$ cat config.mk
export PLATFORM = sky130hd
export DESIGN_NAME = uart_burst_engine
export DESIGN_NICKNAME = d
export VERILOG_FILES = /design/src/rtl/uart_burst_pkg.sv /design/src/rtl/uart_burst_engine_timer.sv /design/src/rtl/uart_burst_engine.sv
export SDC_FILE = /design/constraint.sdc
export NUM_CORES = 1
export LEC_CHECK = 0
export BUFFER_PORTS_ARGS = -buffer_cell sky130_fd_sc_hd__buf_2
export CAP_MARGIN = 20
export CORE_ASPECT_RATIO = 1.2
export CORE_MARGIN = 3
export CORE_UTILIZATION = 35
export DETAILED_ROUTE_END_ITERATION = 10
export GPL_ROUTABILITY_DRIVEN = 0
export MAX_ROUTING_LAYER = met4
export PLACE_DENSITY_LB_ADDON = 0.05
export SLEW_MARGIN = 10
export SYNTH_ARGS = -nofsm -noshare
export SYNTH_HDL_FRONTEND = slang
export SYNTH_SLANG_ARGS = --single-unit
$ cat constraint.sdc
create_clock -name clk -period 5 [get_ports clk]
set_clock_uncertainty 0.15 [all_clocks]
set_input_delay 0.25 -clock clk [delete_from_list [all_inputs] [get_ports clk]]
set_output_delay 0.25 -clock clk [all_outputs]
set_load 0.03 [all_outputs]
$ cat src/rtl/uart_burst_pkg.sv
// Shared types and helpers for the UART burst engine.
// Latency: n/a (types and constant functions only).
// Backpressure: n/a.
package uart_burst_pkg;

   typedef enum logic [2:0] {
      S_IDLE,
      S_START,
      S_DATA,
      S_PARITY,
      S_STOP,
      S_GAP,
      S_DONE
   } state_t;

   localparam int PAR_NONE = 0;
   localparam int PAR_EVEN = 1;
   localparam int PAR_ODD  = 2;

   // gap_sel code to a number of gap units; code 3 means four units.
   function automatic int gap_units(input logic [1:0] sel);
      case (sel)
         2'd0:    return 0;
         2'd1:    return 1;
         2'd2:    return 2;
         default: return 4;
      endcase
   endfunction

   // Clock cycles per bit, truncated.
   function automatic int baud_div(input int clk_freq, input int baudrate);
      return clk_freq / baudrate;
   endfunction

endpackage

$ cat src/rtl/uart_burst_engine_timer.sv
// Loadable down-counter with a terminal-count flag (bit and gap timing).
// Latency: load takes effect on the next edge; tc is combinational from the count.
// Backpressure: none; the count holds at zero until reloaded.
// Ports: clk, reset (async, active high), load/load_val, tc (count is zero).
module uart_baud_timer #(
   parameter int W = 4
) (
   input  logic         clk,
   input  logic         reset,
   input  logic         load,
   input  logic [W-1:0] load_val,
   output logic         tc
);

   logic [W-1:0] cnt;

   always_ff @(posedge clk or posedge reset) begin
      if (reset)
         cnt <= '0;
      else if (load)
         cnt <= load_val;
      else if (cnt != '0)
         cnt <= cnt - 1'b1;
   end

   assign tc = (cnt == '0);

endmodule

$ cat src/rtl/uart_burst_engine.sv
// Sends a burst of burst_len UART frames from a latched payload, with optional
// parity, 1/2 stop bits, a runtime inter-frame gap and an incrementing payload.
// Latency: tx_out falls one cycle after an accepted start. No backpressure: start
// is ignored while busy; abort takes effect only at a frame boundary or in GAP.
// Ports: start/payload/burst_len/gap_sel/inc_mode/abort in; busy, byte_count,
// burst_done, led_byte, tx_out (idle high, registered) out.
module uart_burst_engine
   import uart_burst_pkg::*;
#(
   parameter int CLK_FREQ  = 100_000_000,
   parameter int BAUDRATE  = 57600,
   parameter int DATA_BITS = 8,
   parameter int PARITY    = 0,
   parameter int STOP_BITS = 1,
   parameter int CNT_W     = 8,
   parameter int GAP_UNIT  = 1_000_000
) (
   input  logic                 clk,
   input  logic                 reset,
   input  logic                 start,
   input  logic [DATA_BITS-1:0] payload,
   input  logic [CNT_W-1:0]     burst_len,
   input  logic [1:0]           gap_sel,
   input  logic                 inc_mode,
   input  logic                 abort,
   output logic                 busy,
   output logic [CNT_W-1:0]     byte_count,
   output logic                 burst_done,
   output logic                 led_byte,
   output logic                 tx_out
);

   localparam int BAUD_DIV = baud_div(CLK_FREQ, BAUDRATE);
   localparam int BW       = $clog2(STOP_BITS * BAUD_DIV);
   localparam int GW       = $clog2(4 * GAP_UNIT);
   localparam int IW       = $clog2(DATA_BITS);

   localparam logic [BW-1:0] BIT_LD   = BW'(BAUD_DIV - 1);
   localparam logic [BW-1:0] STOP_LD  = BW'(STOP_BITS * BAUD_DIV - 1);
   localparam logic [IW-1:0] LAST_IDX = IW'(DATA_BITS - 1);
   localparam logic          ODD_INV  = (PARITY == PAR_ODD);

   state_t               state, state_n;
   logic [DATA_BITS-1:0] data_q;
   logic [CNT_W-1:0]     len_q;
   logic [1:0]           gap_q;
   logic                 inc_q;
   logic [IW-1:0]        bit_idx, bit_idx_n;
   logic                 bit_load, gap_load, bit_tc, gap_tc;
   logic [BW-1:0]        bit_val;
   logic [GW-1:0]        gap_val;
   logic                 accept, frame_done, tx_n;
   logic [CNT_W-1:0]     cnt_inc;

   assign cnt_inc = byte_count + 1'b1;

   uart_baud_timer #(.W(BW)) u_bit_timer (
      .clk      (clk),
      .reset    (reset),
      .load     (bit_load),
      .load_val (bit_val),
      .tc       (bit_tc)
   );

   uart_baud_timer #(.W(GW)) u_gap_timer (
      .clk      (clk),
      .reset    (reset),
      .load     (gap_load),
      .load_val (gap_val),
      .tc       (gap_tc)
   );

   always_comb begin
      state_n    = state;
      bit_idx_n  = bit_idx;
      bit_load   = 1'b0;
      bit_val    = BIT_LD;
      gap_load   = 1'b0;
      gap_val    = GW'(gap_units(gap_q) * GAP_UNIT - 1);
      accept     = 1'b0;
      frame_done = 1'b0;
      case (state)
         S_IDLE: begin
            if (start) begin
               accept = 1'b1;
               if (burst_len == '0) begin
                  state_n = S_DONE;
               end else begin
                  state_n  = S_START;
                  bit_load = 1'b1;
               end
            end
         end
         S_START: begin
            if (bit_tc) begin
               state_n   = S_DATA;
               bit_idx_n = '0;
               bit_load  = 1'b1;
            end
         end
         S_DATA: begin
            if (bit_tc) begin
               bit_load = 1'b1;
               if (bit_idx != LAST_IDX) begin
                  bit_idx_n = bit_idx + 1'b1;
               end else if (PARITY != PAR_NONE) begin
                  state_n = S_PARITY;
               end else begin
                  state_n = S_STOP;
                  bit_val = STOP_LD;
               end
            end
         end
         S_PARITY: begin
            if (bit_tc) begin
               state_n  = S_STOP;
               bit_load = 1'b1;
               bit_val  = STOP_LD;
            end
         end
         S_STOP: begin
            if (bit_tc) begin
               frame_done = 1'b1;
               // Compare against the count including the frame just finished.
               if (cnt_inc == len_q || abort) begin
                  state_n = S_DONE;
               end else if (gap_q == 2'd0) begin
                  state_n  = S_START;
                  bit_load = 1'b1;
               end else begin
                  state_n  = S_GAP;
                  gap_load = 1'b1;
               end
            end
         end
         S_GAP: begin
            if (abort) begin
               state_n = S_DONE;
            end else if (gap_tc) begin
               state_n  = S_START;
               bit_load = 1'b1;
            end
         end
         S_DONE:  state_n = S_IDLE;
         default: state_n = S_IDLE;
      endcase
   end

   // tx_out is registered from the next state so the line moves on the same
   // edge as the state change.
   always_comb begin
      tx_n = 1'b1;
      case (state_n)
         S_START:  tx_n = 1'b0;
         S_DATA:   tx_n = data_q[bit_idx_n];
         S_PARITY: tx_n = (^data_q) ^ ODD_INV;
         default:  tx_n = 1'b1;
      endcase
   end

   always_ff @(posedge clk or posedge reset) begin
      if (reset) begin
         state      <= S_IDLE;
         bit_idx    <= '0;
         tx_out     <= 1'b1;
         busy       <= 1'b0;
         burst_done <= 1'b0;
      end else begin
         state      <= state_n;
         bit_idx    <= bit_idx_n;
         tx_out     <= tx_n;
         busy       <= (state_n != S_IDLE) && (state_n != S_DONE);
         burst_done <= (state_n == S_DONE);
      end
   end

   always_ff @(posedge clk or posedge reset) begin
      if (reset) begin
         data_q     <= '0;
         len_q      <= '0;
         gap_q      <= '0;
         inc_q      <= 1'b0;
         byte_count <= '0;
         led_byte   <= 1'b0;
      end else if (accept) begin
         data_q     <= payload;
         len_q      <= burst_len;
         gap_q      <= gap_sel;
         inc_q      <= inc_mode;
         byte_count <= '0;
      end else if (frame_done) begin
         byte_count <= cnt_inc;
         led_byte   <= ~led_byte;
         if (inc_q)
            data_q <= data_q + 1'b1;
      end
   end

endmodule

Yosys cells after proc, flatten, opt, wreduce, memory -nomap -nowiden
Cells that the tools add are included.
- input port bits: 23
- register bits after elaboration: 70
- bitwise gates (word level): 2
- order comparisons: 1
- eq/ne operators: 14
- multiplexer cells: 45
- reductions and logical operators: 18
- add/subtract/negate cells: 6
- multipliers: 1
- operators with widths (kind ; number):
    $mux 22 ; 2
    $mux 3 ; 14
    $mux 8 ; 5
    $logic_not 22->1 ; 1
    $mux 11 ; 2
    $reduce_bool 22->1 ; 1
    $sub 22x1->22 const B ; 1
    $sub 22x2->22 const B ; 1
    $pmux 3 s6 ; 1
    $add 8x1->8 const B ; 2
    $mul 3x14->16 const B ; 1
    $mux 1 ; 16
    $eq 3x2->1 const B ; 4
    $logic_not 11->1 ; 1
    $reduce_bool 11->1 ; 1
    $sub 11x1->11 const B ; 1
    $eq 3x3->1 const B ; 3
    $pmux 3 s3 ; 1
    $eq 8x8->1 ; 1
    $logic_not 8->1 ; 1
    $reduce_bool 2->1 ; 4
    $reduce_xor 8->1 ; 1
    $eq 3x1->1 const B ; 2
    $ne 3x3->1 const B ; 2
    16 further kinds ; 18

Depth between registers and ports, before layout
Gate-level depths: netlist of run 1.
- depth after elaboration: 8
- depth in mapped cells: 11
- gate-level depth less buffers: 9

Hierarchy
A second synthesis of run 1 with hierarchy kept.
- cell total of the unflattened synthesis: 485
- area, all modules: 4375.4 um^2
- by module, submodules not included (module ; instances ; cells each ; area each (um^2)):
    uart_burst_engine ; 1 ; 262 ; 2316.0
    uart_baud_timer at u_gap_timer ; 1 ; 160 ; 1435.1
    uart_baud_timer at u_bit_timer ; 1 ; 63 ; 624.3

Worst setup path after synthesis of run 1
OpenSTA, ideal clock, no wires.
- kind: register to register
- from: register byte_count[0]
- to: register tx_out
- stages on the path, launching flop included: 10
- data required time: 4.746 ns
- arrival: 2.526 ns
- path slack: 2.220 ns
- buffers on the path: 1
- path through: dfrtp_1 -> ha_1 -> clkbuf_1 -> nor2_1 -> nor3_1 -> a211oi_1 -> o32ai_1 -> o2111ai_1 -> a221oi_2 -> a41oi_2
- longest elaborated chain between the ends: 8
- ends and longest elaborated chain (item ; RTL line ; text):
    start: declaration ; uart_burst_engine.sv:27 ; output logic [CNT_W-1:0] byte_count,
    start signal: assignment ; uart_burst_engine.sv:192 ; byte_count <= cnt_inc;
    $add 8x1->8 * ; uart_burst_engine.sv:55 ; assign cnt_inc = byte_count + 1'b1;
    $eq 8x8->1 * ; uart_burst_engine.sv:125 ; if (cnt_inc == len_q || abort) begin
    $logic_or 1x1->1 * ; uart_burst_engine.sv:125 ;
    $mux 3 * ; uart_burst_engine.sv:125 ;
    $mux 3 * ; uart_burst_engine.sv:122 ; if (bit_tc) begin
    $pmux 3 s6 * ; uart_burst_engine.sv:82 ; case (state)
    $eq 3x2->1 or $eq 3x1->1 (tied branches) ; uart_burst_engine.sv:153 ; case (state_n)
    $pmux 1 s3 * ; uart_burst_engine.sv:153 ;
    named net tx_n ; uart_burst_engine.sv:52 ; logic accept, frame_done, tx_n;
    end signal: assignment ; uart_burst_engine.sv:171 ; tx_out <= tx_n;
    end: declaration ; uart_burst_engine.sv:30 ; output logic tx_out
Mark *: on every way through the listed nets, which the timed path passes. The rest lies on a longest branch.
A chain may end at the register's enable or synchronous reset.

Final worst setup path of run 1
- from: register byte_count[2]
- to: register u_gap_timer.cnt[7]
- longest elaborated chain between the ends: 7
- ends and longest elaborated chain (item ; RTL line ; text):
    $add 8x1->8 * ; uart_burst_engine.sv:55 ;
    $eq 8x8->1 * ; uart_burst_engine.sv:125 ;
    $logic_or 1x1->1 * ; uart_burst_engine.sv:125 ;
    $mux 1 * ; uart_burst_engine.sv:125 ;
    $mux 1 * ; uart_burst_engine.sv:122 ;
    $mux 1 * ; uart_burst_engine.sv:82 ;
    $mux 22 or $reduce_bool 2->1 (tied branches) ; -- ;
    end signal: assignment ; uart_burst_engine_timer.sv:21 ; cnt <= load_val;
    end signal: assignment ; uart_burst_engine_timer.sv:23 ; cnt <= cnt - 1'b1;
    end: declaration ; uart_burst_engine_timer.sv:15 ; logic [W-1:0] cnt;
Mark *: on every way between the ends. The rest lies on a longest branch, timed or not.

==> results summary, run 1 <==
The count of cells along the worst hold path is 3. The global routing usage summed across all routing layers is around 16%. The reported max-cap violation count came out at 0. Combinational logic burns 30.4% of the power. The longest clock path from root to sink contains 2 buffers. For the worst setup path, the data arrival time is roughly 3.4 ns. The floorplan die height is ~130 um.

The hold violation total from the final report came out at 0. The tightest min-delay check is of the input port to flip-flop type. Final hold analysis gives a worst-case slack of roughly 0.052 ns.

In this run, synthesis produced a sequential element count of 70. The share of flip-flops with an asynchronous set or reset came out at 100%. In this run, placement finished with an instance count of between 600 and 700.

The cell depth of the worst flop-to-flop path came out at 9. The number of buffers created by CTS is 9. The site row count is 43. The net count after synthesis is between 400 and 500.

The first global-routing pass estimated roughly 17 mm of wire. The post-layout net count is 547. The count of synthesis-stage warnings from yosys came out at 0. The power per standard cell area is approximately 440 nW/um^2. The die is about 110 um wide. The slowest stage of the critical path is the sky130_fd_sc_hd__o211ai_2 cell. The largest net degree at the start of global routing is between 50 and 60. The highest achievable clock rate is between 0.2 and 0.3 GHz. The pre-CTS worst setup slack came out at ~1.7 ns. The maximum net fanout on the critical path is 18.

The internal power is around 1.5 mW. The number of synthesized flops with an enable pin is 0. The critical path goes through nand4_1 -> or4b_1 -> o22ai_1 -> o32ai_1 -> buf_4 -> o211ai_2 -> buf_4 -> nand2_1 -> o22ai_1.

The final count of pins violating max slew is 0. The number of levels the H-tree was split into came out at 3. In the post-route analysis, the smallest setup slack over all paths is about 1.7 ns. For this run, the detailed router's first-pass iteration total came to 4.

The port buffer count came out at 34. The post-CTS setup repair buffer count is 0. For this run, the number of standard cells in the final layout without fillers is between 600 and 700.

The overall die area came out at 13500 sq um. The routed layout has 3466 vias. The final standard cell utilization of the core is between 40% and 50%. The violation count after the first detailed-routing iteration is 135. The final setup violation count came out at 0.

The startpoint class of the critical path is a flip-flop. After clock tree synthesis, the clock-pin slew on the worst setup and hold paths is 0.06 ns. The average footprint of a synthesized cell came out at between 9 and 10 sq um. Setup repair after global routing left no endpoint under its margin. The sequential element share of the synthesized area came out at about two fifths.

The worst pin sits at a relative slew slack of 33.2%. In the final layout, the share of cells above drive strength 1 is between 10 and 15%. At the pin with the least slew margin, the transition time is around 1 ns. Clock tree synthesis selected as its root buffer the cell sky130_fd_sc_hd__clkbuf_16.

The required time at the endpoint of the critical path came out at between 5 and 6 ns. The library cell used most frequently in the layout, excluding fill and tap cells, is sky130_fd_sc_hd__nand2_1. The switching portion of total power came out at approximately a third.

In the final routed layout, each cell accounts on average for 15.4 um. The number of antenna diodes is 0. The clock network power share came out at around 32%.

Across all register-to-register paths, the minimum setup slack is around 1.7 ns. The longest individual stage delay on the worst path is 0.68 ns. The total congestion overflow after global routing is 0.

The critical path is of the flip-flop to flip-flop type. Leaving out fill and tap cells, the most frequent cells in the layout are 77 x sky130_fd_sc_hd__nand2_1, 69 x sky130_fd_sc_hd__dfrtp_1, 34 x sky130_fd_sc_hd__buf_2. The dominant register cell in the synthesized netlist is sky130_fd_sc_hd__dfrtp_1. Once placement finished, the instance area stood at around 4600 sq um.

The core outline area came out at roughly 12000 sq um. The number of antenna violations at the first check in global routing came to 0. The worst setup path is captured at a flip-flop. The number of unique standard cell types used by synthesis came out at 69. The worst vdd rail ir drop is approximately 0.24 mV.

After detailed routing, the number of remaining DRC violations is 0. The sequential fraction of design power is around 37%. Counting every instance in the synthesized netlist gives roughly 460.

The number of clock sinks is 70. TritonCTS built the clock tree. The area added between synthesis and finish is 19.5%. The cell area after layout is around 5100 sq um.

The post-route total power came out at around 2.2 mW. The routed design has 10.3 mm of wire. The leakage power is between 2 and 2.5 nW. The I/O pin total is 35. The total negative slack for setup checks came out at 0 ns. The run finished with clean final reports. The final clock period utilization by the worst path is 66.9%. The sum of net half-perimeters after detailed placement came out at between 7 and 8 mm. Once the floorplan was initialized, standard cells occupied a little over a third of the core. The final antenna-violating net count came out at 0. The number of global-route vias before repair came to 3443.

The synthesized netlist occupies a cell area of between 4000 and 5000 sq um. The routed design could run at a clock period as short as between 3 and 4 ns. The post-detailed-route via-to-cell ratio is approximately 5.2. In this run the power spent charging and discharging nets is 0.755 mW. The clock insertion delay at the later pin of the skew report is approximately 0.33 ns.
[flip-flops by register name, summed over array words and instances (netlist names)]
register / flops
u_gap_timer.cnt: 22
u_bit_timer.cnt: 11
byte_count: 8
data_q: 8
len_q: 8
bit_idx: 3
state: 3
gap_q: 2
burst_done: 1
busy: 1
inc_q: 1
led_byte: 1
tx_out: 1
[power by group through the flow]
stage	Clock, mW	Sequential (mW)	Combinational (mW)
after floorplan	0	0.813	0.512
after global placement	0	0.845	0.673
after detailed placement	0	0.845	0.679
after CTS	0.735	0.836	0.694
after global routing	0.759	0.855	0.766
final	0.717	0.836	0.679
[what timing repair did]
item / in CTS / in global routing
hold buffers: 19 / 0
gates resized for setup: 0 / 0
hold endpoints to repair: 34 / 0
[worst max-delay path: cells and delay by family, from the launching register on]
kind	cells	cell delay, ns
flops	1	0.54
simple gates	3	0.96
compound gates	4	1.16
buf+inv	2	0.45
[cells in the mapped netlist (6+ instances only)]
| cell type | instances | share of area (%) |
|---|---|---|
| sky130_fd_sc_hd__and3_1 | 6 | 0.88 |
| sky130_fd_sc_hd__xor2_1 | 16 | 3.3 |
| sky130_fd_sc_hd__nor2_1 | 25 | 2.2 |
| sky130_fd_sc_hd__or3_1 | 6 | 0.88 |
| sky130_fd_sc_hd__nor4b_1 | 6 | 1.2 |
| sky130_fd_sc_hd__nand3_1 | 16 | 1.9 |
| sky130_fd_sc_hd__buf_2 | 6 | 0.71 |
| sky130_fd_sc_hd__nor4_1 | 11 | 1.6 |
| sky130_fd_sc_hd__ha_1 | 15 | 4.4 |
| sky130_fd_sc_hd__xnor2_1 | 31 | 6.4 |
| sky130_fd_sc_hd__dfrtp_1 | 69 | 41 |
| sky130_fd_sc_hd__nor3_1 | 8 | 0.94 |
| sky130_fd_sc_hd__mux2i_1 | 6 | 1.4 |
| sky130_fd_sc_hd__clkbuf_1 | 12 | 1.1 |
| sky130_fd_sc_hd__inv_1 | 19 | 1.7 |
| sky130_fd_sc_hd__o21ai_0 | 20 | 2.4 |
| sky130_fd_sc_hd__a21oi_1 | 9 | 1.1 |
| sky130_fd_sc_hd__o21ai_1 | 11 | 1.3 |
| sky130_fd_sc_hd__nand2_1 | 77 | 6.8 |
| sky130_fd_sc_hd__nand2b_1 | 6 | 0.88 |
[kinds of logic after synthesis]
| group | count (synthesis) | synth area share [%] |
|---|---|---|
| AOI/OAI and AO/OA | 87 | 14.5 |
| xor gates and xnor gates | 48 | 10.2 |
| adders and majority gates | 15 | 4.42 |
| buffers and inverters | 39 | 3.89 |
| DFF | 70 | 41.2 |
| muxes | 7 | 1.68 |
| and+or+nand+nor | 195 | 24.1 |
[layout make-up]
cell class / count / area [sq um]
fillers: 1189 / 6650
multi-input cells: 352 / 2330
flip-flops and latches: 70 / 1750
repair buffers: 57 / 390
clock buffers: 13 / 270
well taps: 157 / 196
inverters: 19 / 71.3
clock inverters: 3 / 65.1
[final timing paths]
| check | start | end |
|---|---|---|
| hold reg to reg | led_byte$_DFFE_PP0P_ | led_byte$_DFFE_PP0P_ |
| max in group asynchronous | reset | data_q[7]$_DFFE_PP0P_ |
| hold / removal | payload[3] | data_q[3]$_DFFE_PP0P_ |
| min in group asynchronous | reset | u_gap_timer.cnt[1]$_DFFE_PP0P_ |
| setup / recovery | byte_count[2]$_DFFE_PP0P_ | u_gap_timer.cnt[7]$_DFFE_PP0P_ |
| setup reg to reg | byte_count[2]$_DFFE_PP0P_ | u_gap_timer.cnt[7]$_DFFE_PP0P_ |
[routing by layer]
metal	track usage, %	part of all wire [%]
met4	8.58	3.2
met3	2.14	2.1
met2	25.8	48
met5	-	0
met1	20.5	47
Note: power is estimated with default switching activity, not from simulation.
==> run 2: changes to the inputs <==
ABC_AREA = 1   (was unset)
clock period = 2.9 ns   (was 5 ns; I/O delays follow)
==> run 2 against run 1 <==
Net effect:
- wire length increased by 0.66%
- worst hold slack got worse by 0.030 ns
- setup slack got worse by 1.3 ns
- power increased by 52%
- highest routed layer unchanged
==> results summary, run 2 <==
The cell depth of the worst flop-to-flop path is 12 (+3). The reported max-cap violation count came out at 0 (unchanged). The post-synthesis cell type with the largest combined area is sky130_fd_sc_hd__dfrtp_1. The pre-CTS worst setup slack is 0.350 ns (-1.32 ns). The number of antenna diodes is 0 (unchanged).

The maximum buffer depth of the clock tree came out at 2 (unchanged). In this run the worst hold path is classified as input port to flip-flop. The number of clock sinks is 70 (unchanged). The leakage power came out at 2.66 nW (+24%). The port buffer count came out at 34 (unchanged). The number of levels the H-tree was split into is 3 (unchanged). The die outline width is 108 um (+1.1%). The number of antenna violations at the first check in global routing came out at 0 (unchanged). The routed wire length is 10.4 mm (+0.66%). The global routing usage summed across all routing layers is 17.0% (+0.59 points). The type of destination of the critical path is a flip-flop.

The clock edge transition at the registers on the reported setup and hold paths is 0.06 ns (about the same). The final clock period utilization by the worst path came out at 87.3% (+20 points). The number of buffers created by CTS is 9 (unchanged). The number of unique standard cell types used by synthesis is 42 (-39%). The post-synthesis instance total came to 573 (+24%). The clock insertion delay at the later pin of the skew report is 0.33 ns (about the same). The final count of pins violating max slew is 0 (unchanged). The final worst hold slack is 0.0224 ns (-0.0297 ns). Setup repair after global routing left no endpoint under its margin. Ranked by flip-flop count, first place goes to u_gap_timer.cnt. The largest registers in the layout are u_gap_timer.cnt (22), u_bit_timer.cnt (11). The fraction of layout cells with a size suffix above 1 came out at 12.4% (-2.2 points). The flow ran to the end, and the final reports show no timing, DRC or antenna violations.

The post-route total power came out at 3.39 mW (+52%). The post-route minimum period is 2.53 ns (-0.813 ns). The area added between synthesis and finish came out at 19.0%. The post-detailed-route via-to-cell ratio is 4.75 (-8.1%). The site row count is 44 (+2.3%).

The largest net degree at the start of global routing is 45 (-18%). The final antenna-violating net count is 0 (unchanged). The hold violation total from the final report came to 0 (unchanged). The routed length per instance is 13.0 um (-15%). The effective utilization at floorplan was 35.9% (-0.32 points).

The highest achievable clock rate came to 0.395 GHz (+32%). The multi-input combinational cell area was 2230 sq um (-4.3%). The number of fill cells in the layout is 1264 (+6.3%). Yosys attributes the largest share of cell area to sky130_fd_sc_hd__dfrtp_1 40%, sky130_fd_sc_hd__nand2_1 12%, sky130_fd_sc_hd__nand3_1 6.6%. The global-route wire length before repair is 18.0 mm (+5.8%). The count of synthesis-stage warnings from yosys came out at 0 (unchanged).

The final standard cell utilization of the core was 42.7% (-0.55 points). The library cell used most frequently in the layout, excluding fill and tap cells, is sky130_fd_sc_hd__nand2_1. STA classifies the critical path startpoint as a flip-flop. The core outline area is 12100 sq um (+3.3%). The required time at the endpoint of the critical path is 3.01 ns (-2.09 ns).

The flip-flop count of the largest register after layout came out at 22 (unchanged). The sum of net half-perimeters after detailed placement came to 7.69 mm (+4.0%). The share of flip-flops with an asynchronous set or reset is 100% (unchanged). The number of synthesized register bits came out at 70 (unchanged). The worst relative slew slack is 56.3% (+23 points). The post-CTS resize count is 0 (unchanged). The power per standard cell area was 655 nW/um^2 (+49%). The detailed-router iteration count before antenna repair was 4 (unchanged). TritonCTS built the clock tree. The number of synthesized flops with an enable pin came out at 0 (unchanged). The count of cells along the worst hold path came out at 3 (unchanged). The cell at the root of the clock tree is sky130_fd_sc_hd__clkbuf_16. The actual slew at the worst max-slew pin is 0.655 ns (-0.347 ns).

The total number of vias came to 3783 (+9.1%). The area share of the largest cell type after synthesis was 39.7% (-0.93 points). The overall die area is 13800 sq um (+2.2%). The worst endpoint data arrival time is 2.64 ns (-0.80 ns).

The remaining routing DRC violations was 0 (unchanged). The net count after synthesis came to 611 (+22%). The area used by sequential logic in the layout is 1750 sq um (unchanged). The post-layout net count came out at 669 (+22%). The violation count after the first detailed-routing iteration came out at 188 (+39%). The floorplan die height is 128 um (+1.1%). The final setup violation count came out at 0 (unchanged). The number of global-route vias before repair is 3823 (+11%).

The total negative slack for setup checks came out at 0 ns (unchanged). The total congestion overflow after global routing is 0 (unchanged). The I/O pin total came out at 35 (unchanged). The minimum setup slack in the final design is 0.369 ns (-1.29 ns). The worst vdd rail ir drop came to 0.265 mV (+12%).

The average footprint of a synthesized cell came to 7.59 sq um (-18%). The dominant register cell in the synthesized netlist is sky130_fd_sc_hd__dfrtp_1. After synthesis, the most frequently instantiated cells are 141 x sky130_fd_sc_hd__nand2_1, 72 x sky130_fd_sc_hd__inv_1, 69 x sky130_fd_sc_hd__dfrtp_1. The worst setup path is of the flip-flop to flip-flop kind. The sequential element share of the synthesized area is 40.3% (-0.95 points).

The most common cell in the netlist is sky130_fd_sc_hd__nand2_1. The post-synthesis cell area is 4350 sq um (+2.4%). The maximum net fanout on the critical path came out at 27 (+9). In the layout the commonest cells are 141 x sky130_fd_sc_hd__nand2_1, 71 x sky130_fd_sc_hd__inv_1, 69 x sky130_fd_sc_hd__dfrtp_1.
run 2: cell count changes in the layout (fill, tap and decap cells not counted), sizes merged, moves of 7 or more:
cell / delta
a21oi: +8
inv: +60
nand2: +68
nand3: +42
nand4: +7
nor2: +34
nor4: -10
o21ai: +10
xnor2: -20
run 2: power breakdown:
part           leakage [nW]  switching, mW  internal [mW]
Clock                 0.143          0.402          0.674
Sequential            0.867          0.200           1.18
Combinational          1.65          0.536          0.400
run 2: what timing repair did:
item	in CTS	in global routing
setup buffers	0	0
hold buffers	18	0
setup endpoints to repair	0	0
endpoints found under the hold margin	43	0
run 2: worst paths after layout:
check | from | end | slack (ns)
setup / recovery | byte_count[0]$_DFFE_PP0P_ | u_gap_timer.cnt[11]$_DFFE_PP0P_ | 0.37
hold / removal | payload[5] | data_q[5]$_DFFE_PP0P_ | 0.02
setup reg to reg | byte_count[0]$_DFFE_PP0P_ | u_gap_timer.cnt[11]$_DFFE_PP0P_ | 0.37
hold reg to reg | led_byte$_DFFE_PP0P_ | led_byte$_DFFE_PP0P_ | 0.32
max in group asynchronous | reset | tx_out$_DFF_PP1_ | 1.58
min in group asynchronous | reset | u_gap_timer.cnt[6]$_DFFE_PP0P_ | 0.30
run 2: metrics by stage:
stage	area (sq um)	std cells
6_report	5180	797
5_1_grt	5180	797
4_1_cts	5180	797
3_5_place_dp	4710	763
3_3_place_gp	4710	763
2_1_floorplan	4350	573
run 2: per-layer routing:
metal  global-route usage (%)  wire length (um)  part of all wire [%]
met5                        -                 0                     0
met2                     28.3              5140                    49
met1                     20.4              4820                    46
met3                     2.72               232                   2.2
met4                     6.76               189                   1.8
run 2: cell type report:
| type | count | area share, % |
|---|---|---|
| timing repair buffer | 57 | 7.73 |
| tap | 161 | 3.89 |
| multi-input combinational | 414 | 43.1 |
| inverter | 79 | 5.78 |
| sequential | 70 | 33.9 |
| clock buffer | 16 | 5.63 |
run 2: cells by family (layout without fill, tap and decap cells):
kind of cell	after synthesis	in the layout	synth area share (%)
buf+inv	89	152	8.40
xor+xnor	30	30	6.04
flops	70	70	40.3
compound gates	74	74	9.29
simple gates	295	295	31.7
fa+ha+maj	15	15	4.31
run 2: worst max-delay path, cell delays in order, from the launching register on:
cell and delay, ns:
sky130_fd_sc_hd__dfrtp_1 0.45, sky130_fd_sc_hd__ha_1 0.27, sky130_fd_sc_hd__nand2_1 0.12, sky130_fd_sc_hd__nor2_2 0.14, sky130_fd_sc_hd__nand2_1 0.08, sky130_fd_sc_hd__nand2_1 0.08
sky130_fd_sc_hd__nand3_1 0.07, sky130_fd_sc_hd__nand2_1 0.07, sky130_fd_sc_hd__nor2_1 0.05, sky130_fd_sc_hd__nand3_2 0.12, sky130_fd_sc_hd__nand4_4 0.35, sky130_fd_sc_hd__or2_1 0.39
sky130_fd_sc_hd__a21oi_1 0.13
==> run 3: changes to the inputs <==
==> constraint.sdc (replaced) <==
create_clock -name clk -period 2.9 [get_ports clk]
set_clock_uncertainty 0.15 [all_clocks]
set_input_delay 0.29 -clock clk [delete_from_list [all_inputs] [get_ports clk]]
set_output_delay 0.29 -clock clk [all_outputs]
set_load 0.03 [all_outputs]
==> run 3 against run 2 <==
Net effect:
- the flow now finishes with violations (negative hold slack)
- wire length down 1.1%
- flip-flop and latch count unchanged
- critical endpoint is now u_gap_timer.cnt[7]$_DFFE_PP0P_
- via count down 2.4%
- utilization down 1.8 points
- setup slack worse by 0.0076 ns
- clock power down 8%
- global-route usage down 0.25 points
- non-clock buffer count down 17
- design area down 4.1%
- count of clock-buffer cells in the layout down 1
- critical path depth unchanged
- sequential share of layout area up 1.5 points
==> results summary, run 3 (synthesized netlist as in run 2, its figures left out) <==
The run finished, with violations left. The checks that failed: negative hold slack. The startpoint class of the critical path is a flip-flop. The largest register by flop count is u_gap_timer.cnt. The internal reg-to-reg setup slack is 0.36 ns (about the same). The number of clock sinks came out at 70 (unchanged). The total number of vias is 3693 (-2.4%). Signal routing reaches up to met4. The area added between synthesis and finish is 14.1%.

The cell depth of the worst flop-to-flop path came to 12 (unchanged). The detailed-router iteration count before antenna repair is 4 (unchanged). The highest achievable clock rate was 0.394 GHz (-0.30%). The launch point of the worst path is byte_count[0]$_DFFE_PP0P_. The total met2 wirelength after detailed routing came out at 5.16 mm (+0.41%).

The TritonCTS clock tree is yes. The effective utilization at floorplan is 35.9% (unchanged). The dominant cell type by count on the critical path is sky130_fd_sc_hd__nand2_1. The path class of the tightest hold or removal check is input port to async pin.

The sequential fraction of design power is 41.8% (+1.1 points). The hold violation total from the final report came out at 26 (+26). The fraction of layout cells with a size suffix above 1 came out at 12.6% (+0.18 points). The longest individual stage delay on the worst path is 0.44 ns (about the same). The routed length per instance is 13.2 um (+1.1%). The worst relative slew slack is 43.8% (-12 points).

The global-route wire length before repair is 17.8 mm (-1.0%). The sum of net half-perimeters after detailed placement is 7.75 mm (+0.79%). The final antenna-violating net count came out at 0 (unchanged). The worst setup path is of the flip-flop to flip-flop kind. The largest registers in the layout are u_gap_timer.cnt (22), u_bit_timer.cnt (11). The total negative slack for setup checks came to 0 ns (unchanged).

The final clock period utilization by the worst path was 87.5% (+0.26 points). The sum of met3 wire segment lengths after detailed routing came out at 233 um (+0.43%). The endpoint of the worst setup timing path is u_gap_timer.cnt[7]$_DFFE_PP0P_. The floorplan die height was 128 um (unchanged).

The post-detailed-route via-to-cell ratio came to 4.73 (-0.25%). The final setup violation count is 0 (unchanged). The die outline width came to 108 um (unchanged). The post-CTS resize count is 0 (unchanged). The worst endpoint data arrival time is 2.64 ns (about the same).

The clock network power share came to 30.2% (-1.5 points). The most common cell after layout, fill and taps aside is sky130_fd_sc_hd__nand2_1. The total of hold buffers inserted after clock tree synthesis came out at 0 (-18).

The switching portion of total power is 34.3% (+0.72 points). The number of buffers created by CTS is 9 (unchanged). The post-layout net count is 652 (-2.5%). The largest net degree at the start of global routing came to 37 (-18%).

The I/O pin total came out at 35 (unchanged). The number of global-route vias before repair came out at 3777 (-1.2%). The reported max-cap violation count is 0 (unchanged). The internal power came out at 2.17 mW (-3.9%). The cell at the root of the clock tree is sky130_fd_sc_hd__clkbuf_16. The pre-CTS worst setup slack came out at 0.340 ns (-0.00940 ns). The number of levels the H-tree was split into is 3 (unchanged). The type of destination of the critical path is a flip-flop. The maximum buffer depth of the clock tree is 2 (unchanged). The overall die area came out at 13800 sq um (unchanged). The number of antenna diodes came out at 0 (unchanged). The worst vdd rail ir drop is 0.332 mV (+25%). The total congestion overflow after global routing came out at 0 (unchanged). The leakage power is 2.57 nW (-3.4%). The post-CTS setup repair buffer count is 0 (unchanged). The clock insertion delay at the later pin of the skew report came out at 0.33 ns (about the same). The routed wire length is 10.3 mm (-1.1%). Setup repair after global routing left no endpoint under its margin. The launch instance of the worst register-to-register path is byte_count[0]$_DFFE_PP0P_. In the layout the commonest cells are 141 x sky130_fd_sc_hd__nand2_1, 71 x sky130_fd_sc_hd__inv_1, 69 x sky130_fd_sc_hd__dfrtp_1. The actual slew at the worst max-slew pin is 0.843 ns (+0.188 ns).

The clock edge transition at the registers on the reported setup and hold paths is 0.05 ns (about the same). The required time at the endpoint of the critical path came out at 3.00 ns (about the same). The minimum setup slack in the final design came out at 0.362 ns (-0.00757 ns). The final count of pins violating max slew came out at 0 (unchanged). The switching power total came out at 1.13 mW (-0.73%). In this run the critical register-to-register path is captured at u_gap_timer.cnt[7]$_DFFE_PP0P_. The final worst hold slack came out at -0.0255 ns (-0.0479 ns).

The number of antenna violations at the first check in global routing is 0 (unchanged). The power per standard cell area came out at 664 nW/um^2 (+1.4%). The combinational group share of total power came out at 27.9% (+0.3 points). The total routed wire length on the met1 layer came to 4.78 mm (-0.93%). Walking the worst path, the cells encountered are ha_1 -> nand2_1 -> nor2_2 -> nand2_1 -> nand2_1 -> nand3_1 -> nand2_1 -> nor2_1 -> nand3_2 -> nand4_4 -> or2_1 -> a21oi_1.

The post-route minimum period is 2.54 ns (+0.00757 ns). Among all stages on the critical path, the largest delay is contributed by sky130_fd_sc_hd__dfrtp_1. The port buffer count is 34 (unchanged). The maximum net fanout on the critical path was 27 (unchanged).

The flip-flop count of the largest register after layout came out at 22 (unchanged). The remaining routing DRC violations came out at 0 (unchanged). The global routing usage summed across all routing layers came to 16.7% (-0.25 points). The violation count after the first detailed-routing iteration came out at 133 (-29%).

The core outline area was 12100 sq um (unchanged). The site row count is 44 (unchanged).
run 3: changes by cell type in the layout (fill, tap and decap cells not counted):
cell / before / now
sky130_fd_sc_hd__buf_4: 4 / 6
sky130_fd_sc_hd__buf_12: 1 / 0
sky130_fd_sc_hd__clkbuf_8: 4 / 1
sky130_fd_sc_hd__dlygate4sd3_1: 18 / 0
sky130_fd_sc_hd__clkinv_2: 0 / 1
sky130_fd_sc_hd__clkbuf_1: 3 / 5
run 3: layout make-up:
| class | instances | area (sq um) |
|---|---|---|
| timing repair buffer | 40 | 215 |
| tap | 161 | 201 |
| fill | 1285 | 7150 |
| clock buffer | 15 | 258 |
| clock inverter | 1 | 5.00 |
| multi-input combinational | 414 | 2230 |
| sequential | 70 | 1750 |
| inverter | 79 | 299 |
run 3: metal layers:
metal  GRT usage, %  vias up
met5              -        -
met4           5.20        0
met3           3.17       10
met2           28.0       39
met1           20.4     1711
li1               -     1933
run 3: metrics by stage:
step / instance area (sq um) / power, mW / utilization, % / cells / hold WS (ns)
floorplan: 4350 / 2.09 / - / 573 / 0.250
global placement: 4700 / 2.32 / 38.8 / 764 / 0.304
detailed placement: 4700 / 2.34 / 38.8 / 764 / 0.307
CTS: 4960 / 3.36 / 41.0 / 780 / 0.0225
global route: 4960 / 3.57 / 41.0 / 780 / 0.0326
finish: 4960 / 3.30 / 41.0 / 780 / -0.0255
run 3: worst min path at each step:
stage	startpoint	endpoint	slack [ns]	depth (start not counted)
floorplan	burst_len[3]	len_q[3]$_DFFE_PP0P_	0.25	2
global placement	led_byte$_DFFE_PP0P_	led_byte$_DFFE_PP0P_	0.30	1
detailed placement	led_byte$_DFFE_PP0P_	led_byte$_DFFE_PP0P_	0.31	1
CTS	reset	u_gap_timer.cnt[4]$_DFFE_PP0P_	0.02	2
global route	burst_len[3]	len_q[3]$_DFFE_PP0P_	0.03	3
finish	reset	u_gap_timer.cnt[5]$_DFFE_PP0P_	-0.03	2
run 3: power groups by stage:
stage               registers [mW]  logic, mW  clock network (mW)
floorplan                     1.37      0.721                   0
global placement              1.39      0.927                   0
detailed placement            1.39      0.942                   0
CTS                           1.38      0.946                1.03
global route                  1.41       1.09                1.07
finish                        1.38      0.920               0.997
run 3: critical path, delay by kind of cell (launching register included):
kind	cells	cell delay, ns
flops	1	0.44
fa+ha+maj	1	0.26
compound gates	1	0.14
simple gates	10	1.48
